`src/rtl/vector_component_alu.sv`:
```
// Four-lane, 16-bit vector ALU with one shared datapath that processes one lane per cycle.
// It supports ADD, SUB, low-16 MUL and a DOT accumulate, with valid/ready on both sides.
module vector_component_alu (
    input  logic        clk,
    input  logic        reset_n,
    input  logic        in_valid,
    output logic        in_ready,
    input  logic [1:0]  in_opcode,
    input  logic [15:0] in_a0,
    input  logic [15:0] in_a1,
    input  logic [15:0] in_a2,
    input  logic [15:0] in_a3,
    input  logic [15:0] in_b0,
    input  logic [15:0] in_b1,
    input  logic [15:0] in_b2,
    input  logic [15:0] in_b3,
    output logic        out_valid,
    input  logic        out_ready,
    output logic [63:0] out_result,
    output logic        out_busy
);

    localparam logic [1:0] OpAdd = 2'b00;
    localparam logic [1:0] OpSub = 2'b01;
    localparam logic [1:0] OpMul = 2'b10;
    localparam logic [1:0] OpDot = 2'b11;

    typedef enum logic [1:0] {StIdle, StExec, StDone} state_e;

    state_e           state_q, state_d;
    logic [1:0]       idx_q, idx_d;
    logic [15:0]      acc_q, acc_d;
    logic [1:0]       op_q, op_d;
    logic [3:0][15:0] a_q, a_d;
    logic [3:0][15:0] b_q, b_d;
    logic [3:0][15:0] result_q, result_d;

    logic [15:0] a_sel, b_sel, mul_lo, dot_sum, lane_val;

    // Shared lane datapath; the low 16 bits of a 16x16 product need only a 16-bit multiply.
    always_comb begin
        a_sel   = a_q[idx_q];
        b_sel   = b_q[idx_q];
        mul_lo  = a_sel * b_sel;
        dot_sum = acc_q + mul_lo;
        lane_val = '0;
        unique case (op_q)
            OpAdd: lane_val = a_sel + b_sel;
            OpSub: lane_val = a_sel - b_sel;
            OpMul: lane_val = mul_lo;
            OpDot: lane_val = dot_sum;
        endcase
    end

    always_comb begin
        state_d  = state_q;
        idx_d    = idx_q;
        acc_d    = acc_q;
        op_d     = op_q;
        a_d      = a_q;
        b_d      = b_q;
        result_d = result_q;
        unique case (state_q)
            StIdle: begin
                if (in_valid) begin
                    op_d    = in_opcode;
                    a_d     = {in_a3, in_a2, in_a1, in_a0};
                    b_d     = {in_b3, in_b2, in_b1, in_b0};
                    idx_d   = 2'd0;
                    acc_d   = 16'd0;
                    state_d = StExec;
                end
            end
            StExec: begin
                if (op_q == OpDot) begin
                    acc_d = dot_sum;
                    if (idx_q == 2'd3) result_d = {48'h0, dot_sum};
                end else begin
                    result_d[idx_q] = lane_val;
                end
                if (idx_q == 2'd3) state_d = StDone;
                else               idx_d   = idx_q + 2'd1;
            end
            StDone: begin
                if (out_ready) state_d = StIdle;
            end
            default: state_d = StIdle;
        endcase
    end

    always_ff @(posedge clk or negedge reset_n) begin
        if (!reset_n) begin
            state_q  <= StIdle;
            idx_q    <= 2'd0;
            acc_q    <= 16'd0;
            op_q     <= 2'd0;
            a_q      <= '0;
            b_q      <= '0;
            result_q <= '0;
        end else begin
            state_q  <= state_d;
            idx_q    <= idx_d;
            acc_q    <= acc_d;
            op_q     <= op_d;
            a_q      <= a_d;
            b_q      <= b_d;
            result_q <= result_d;
        end
    end

    assign in_ready   = (state_q == StIdle);
    assign out_valid  = (state_q == StDone);
    assign out_busy   = (state_q == StExec) || (state_q == StDone);
    assign out_result = result_q;

endmodule

```
`config.mk`:
```
export PLATFORM = sky130hd
export DESIGN_NAME = vector_component_alu
export DESIGN_NICKNAME = d
export VERILOG_FILES = /design/src/rtl/vector_component_alu.sv
export SDC_FILE = /design/constraint.sdc
export NUM_CORES = 1
export LEC_CHECK = 0
export ABC_CLOCK_PERIOD_IN_PS = 20500
export BUFFER_PORTS_ARGS = -buffer_cell sky130_fd_sc_hd__buf_2
export CAP_MARGIN = 10
export CELL_PAD_IN_SITES_DETAIL_PLACEMENT = 0
export CELL_PAD_IN_SITES_GLOBAL_PLACEMENT = 1
export CORE_MARGIN = 2
export CORE_UTILIZATION = 45
export DETAILED_ROUTE_END_ITERATION = 7
export HOLD_SLACK_MARGIN = 0.08
export PLACE_DENSITY_LB_ADDON = 0.1
export REMOVE_ABC_BUFFERS = 1
export SLEW_MARGIN = 20
export SYNTH_ARGS = -nofsm -noshare
export SYNTH_HDL_FRONTEND = slang
export SYNTH_SLANG_ARGS = --single-unit
```
`constraint.sdc`:
```
create_clock -name clk -period 20.5 [get_ports clk]
set_input_delay 4.1 -clock clk [delete_from_list [all_inputs] [get_ports clk]]
set_output_delay 4.1 -clock clk [all_outputs]
set_load 0.1 [all_outputs]
```
# == Word level (Yosys, flattened, before mapping) ==
# Cells that the tools add are included.
# op_classes
addsub,4
n_mul,1
magnitude_cmp,2
n_eq_ne,12
muxes,20
reduce_logical,10
# op_table
op,n
$mux W64,2
$mux W16,5
$bmux W16 S2,2
$bwmux W64,1
$pmux W16 S4,1
$add A16 B16 Y16,2
$demux W16 S2,1
$pmux W16 S2,1
$mul A16 B16 Y16,1
$sub A16 B16 Y16,1
$mux W2,5
$reduce_and A3 Y1,3
$eq A2 B2 Y1 const B,4
$ne A2 B2 Y1 const B,4
$pmux W2 S3,1
$eq A2 B1 Y1 const B,2
$logic_not A2 Y1,2
$ne A2 B1 Y1 const B,2
$pmux W2 S2,1
$reduce_and A2 Y1,2
$lt A2 B3 Y1 const B,1
$add A2 B1 Y2 const B,1
$ge A2 B1 Y1 const B,1
$reduce_bool A2 Y1,1
2 further kinds,2
# word_totals
regBits,214
output_inout_bits,67
word_cells,65

# == Logic depth before layout (Yosys ltp) ==
# depth
word_depth,7
depth_mapped,33
ltp_nobuf,29

# == Least setup slack after synthesis ==
# Ideal clock, no wire load.
# synth_path
path_type,register to register
start,register idx_q[0]
end,register result_q (netlist bit out_result[15])
setup_time_ns,0.142
arrival_ns,7.113
required_time_ns,20.358
slack_ns,13.244
path_stages_with_launch,28
path_buffers,3
path_cell_list,dfrtp_1 buf_6 buf_6 mux4_2 clkbuf_1 and2_1 fa_1 inv_1 fa_1 fa_1 fa_1 inv_1 fa_1 inv_1 fa_1 inv_1 ha_1 nand3_1 o21ai_0 nor2_1 xnor2_1 ha_1 o41ai_1 mux2i_1 nor2_1 xnor2_2 a22oi_1 a31oi_1
# synth_via
elab_chain_cells,7
# synth_rtl
element,line_no,source
"start, declared",31,"logic [1:0] idx_q, idx_d;"
"start signal, assigned",102,idx_q <= idx_d;
$bmux W16 S2 (on tied branches),"42, 43",
$mux W16 (on tied branches),"42, 43",
$mul A16 B16 Y16,44,mul_lo = a_sel * b_sel;
$add A16 B16 Y16,45,dot_sum = acc_q + mul_lo;
$pmux W16 S4,47,unique case (op_q)
$bwmux W64,79,result_d[idx_q] = lane_val;
$mux W64,75,if (op_q == OpDot) begin
"end signal, assigned",107,result_q <= result_d;
"end, declared",36,"logic [3:0][15:0] result_q, result_d;"
# Parallel ways exist; a longest one is shown, timed or not. The select of a mux whose other input is x is not followed.
# A chain may end at the register's enable or synchronous reset.

# == Final worst setup path ==
# layout_path
start,register idx_q[0]
end,register result_q (netlist bit out_result[45])
# The elaborated chain is that of the path after synthesis.

==> metrics.md <==
| Metric | Value |
|---|---|
| Worst Skew | 0.00951 ns |
| Clock sink count | 214 |
| Vias post-DR | 10500 |
| Most frequent cell after synthesis | dfrtp_1 |
| Antenna violations before repair | 3 |
| Final Setup Violations | 0 |
| Die Span Y | about 190 um |
| Detailed-route vias per instance | 5.25 |
| Global-route usage over all layers | approximately 22% |
| Core ar. | roughly 0.033 sq mm |
| WP data arrival | 8.56 ns |
| Seq/Total Area, Yosys | 35.9% |
| Netlist Area Pre-Place | around 0.015 sq mm |
| Area leader, netlist | dfrtp_1 |
| Chip Width | 186 um |
| Total grt overflow | 0 |
| Initial DRC count | 578 |
| Setup TNS | 0 ns |
| Worst Setup Path Type | reg -> reg |
| Class of the worst hold path | reg -> reg |
| Worst EP required | 20.88 ns |
| Final hold viol count | 0 |
| Fill cell count | 3071 |
| RSZ-0062 raised after global routing | no |
| Die area | 0.0346 sq mm |
| Pre-antenna DRT Iters | 5 |
| F_max | about 120 MHz |
| Final hold slack | 0.471 ns |
| Port bufs | 200 |
| Reg clk slew, reported paths | 0.06 ns |
| CTS tree | built |
| Measured slew at the worst slew-check pin | 1.01 ns |
| Worst R2R Start | idx_q[0] |
| Met2 wire length | about 18 mm |
| Top Layer Used | met5 |
| Number of flops mapped to enable cells by yosys | 0 |
| Layout cells sized above 1 | approximately 28% |
| Met3 wire length | 1.79 mm |
| R2R depth | 25 |
| YS warnings | 0 |
| Slew Viols, Final | 0 |
| Root Buffer | clkbuf_16 |
| Asr flop ratio synth | 100% |
| WL per Instance | between 15 and 20 um |
| GP Congestion | 0.830 |
| Final Critical Period | 8.18 ns |
| Met1 WL | 16.8 mm |
| Max_slew headroom | 32.1% |
| FF-to-FF End | out_result[45] |
| Standard-cell rows | 66 |
| Worst-path fanout max | 32 |
| Critical Path End Type | flop |
| Synth top cells by count | 214 x dfrtp_1, 143 x inv_1, 132 x mux2_2, 123 x nand2_1 |
| CTS Buf Count | 24 |
| DRC violations left | 0 |
| Layout overhead on the synthesized area | 14.7% |
| Antenna-violating nets left | 0 |
| Ports | 201 |
| Critical Path Source | idx_q[0] |
| Fin crit share | 39.9% |
| Net count reported at finish | 1846 |
| # Post-CTS Setup Buffers | 0 |
| Post_cts resized | 0 |
| Largest net degree at the start of global routing | 77 |
| Worst-Skew Late Latency | 0.53 ns |
| H-tree depth reported by CTS | 1 |
| Startpoint class of the critical path | flop |
| Share of the synthesized area in the top cell type | a little over a third |
| Post-synthesis cell count | 1366 |
| Top FF cell, synth | dfrtp_1 |
| Bufs on Longest Clock Path | 3 |
| Starting Density | 45.8% |
| DP HPWL | between 20 and 30 mm |
| Netlist cell types | 66 |
| # hold bufs at CTS | 0 |
| Synth top area cells | dfrtp_1 36%, fa_1 11%, mux2_2 10% |
| Max cap viols | 0 |
| Reg2reg setup slack | 12.32 ns |
| First-pass GRT wire length | 59.6 mm |
| Outcome | finished clean |
| Vias in the first global route | 10700 |
| Yosys reg bits | about 210 |
| Average size of a mapped cell | 10.9 sq um |
| Final wirelength | 37.6 mm |
| Critical path endpoint | out_result[45] |
[layer usage]
layer	track usage (%)	vias up
met2	37.3	224
met4	6.14	2
met5	0	-
met1	30.1	5236
li1	-	4984
met3	3.83	55
[metrics by stage]
step	instances	worst slack [ns]	area, sq um	utilization (%)
floorplan	1306	12.42	14600	-
global placement	1958	12.35	16300	50.0
detailed placement	1958	12.27	16300	50.0
CTS	2001	12.26	17100	52.5
global route	2001	11.71	17100	52.5
finish	2002	12.32	17100	52.5
[kinds of logic (layout without fill, tap and decap cells)]
kind of cell,Yosys count,in the layout,synth area share [%]
AND/OR/NAND/NOR,321,321,10.5
flip-flops,214,214,35.9
AO/OA/AOI/OAI,209,209,9.40
buffers and inverters,205,398,5.55
multiplexers,172,172,15.3
adder cells (fa/ha/maj),170,170,18.4
XOR/XNOR,75,75,4.86
other,0,1,0
[layout make-up]
class	count	area, sq um	share of cell area, %
clock inverter	8	126	0.740
multi-input combinational	947	8730	51.1
timing repair buffer	210	1090	6.36
tap	442	553	3.24
antenna	1	2.50	0.0146
sequential	214	5360	31.4
inverter	145	544	3.19
clock buffer	35	682	3.99
[worst max-delay path: stages (launching register included)]
cell	delay (ns)
dfrtp_2	0.47
buf_4	0.53
mux4_2	0.77
and2_1	0.25
fa_1	0.53
inv_1	0.05
fa_1	0.46
fa_1	0.50
fa_1	0.55
inv_1	0.05
fa_1	0.48
inv_1	0.05
fa_1	0.47
inv_1	0.04
ha_1	0.32
nand3_1	0.08
o21ai_0	0.30
nor2_1	0.10
xnor2_1	0.17
ha_1	0.24
o41ai_1	0.69
xnor2_1	0.22
nand2_1	0.11
o31ai_1	0.07
a21oi_1	0.31
o21ai_0	0.17
[cells in the final DEF (no fill, tap or decap), types with 32 or more instances in the layout]
| cell | n |
|---|---|
| a21oi_1 | 44 |
| mux4_2 | 32 |
| mux2_2 | 132 |
| o21ai_0 | 46 |
| and2_1 | 88 |
| nand2_1 | 122 |
| ha_1 | 88 |
| a22o_1 | 33 |
| fa_1 | 82 |
| inv_1 | 143 |
| buf_2 | 199 |
| nor2_1 | 57 |
| xnor2_1 | 48 |
| dfrtp_1 | 212 |
[state kept, by name, summed over array words and instances (netlist names)]
| name | cells |
|---|---|
| a_q | 64 |
| b_q | 64 |
| out_result | 64 |
| acc_q | 16 |
| idx_q | 2 |
| op_q | 2 |
| state_q | 2 |
[how the worst min path moves through the flow]
| stage | start | slack, ns | cells past startpoint | end |
|---|---|---|---|---|
| finish | out_result[26] | 0.47 | 2 | out_result[26] |
| global route | out_result[26] | 0.50 | 2 | out_result[26] |
| CTS | out_result[26] | 0.47 | 2 | out_result[26] |
| detailed placement | out_result[26] | 0.46 | 2 | out_result[26] |
| global placement | out_result[42] | 0.46 | 2 | out_result[42] |
| floorplan | acc_q[0] | 0.45 | 2 | acc_q[0] |
Power is not shown: default switching activity piles up to over one toggle a cycle in this logic, so the estimate is an artifact.
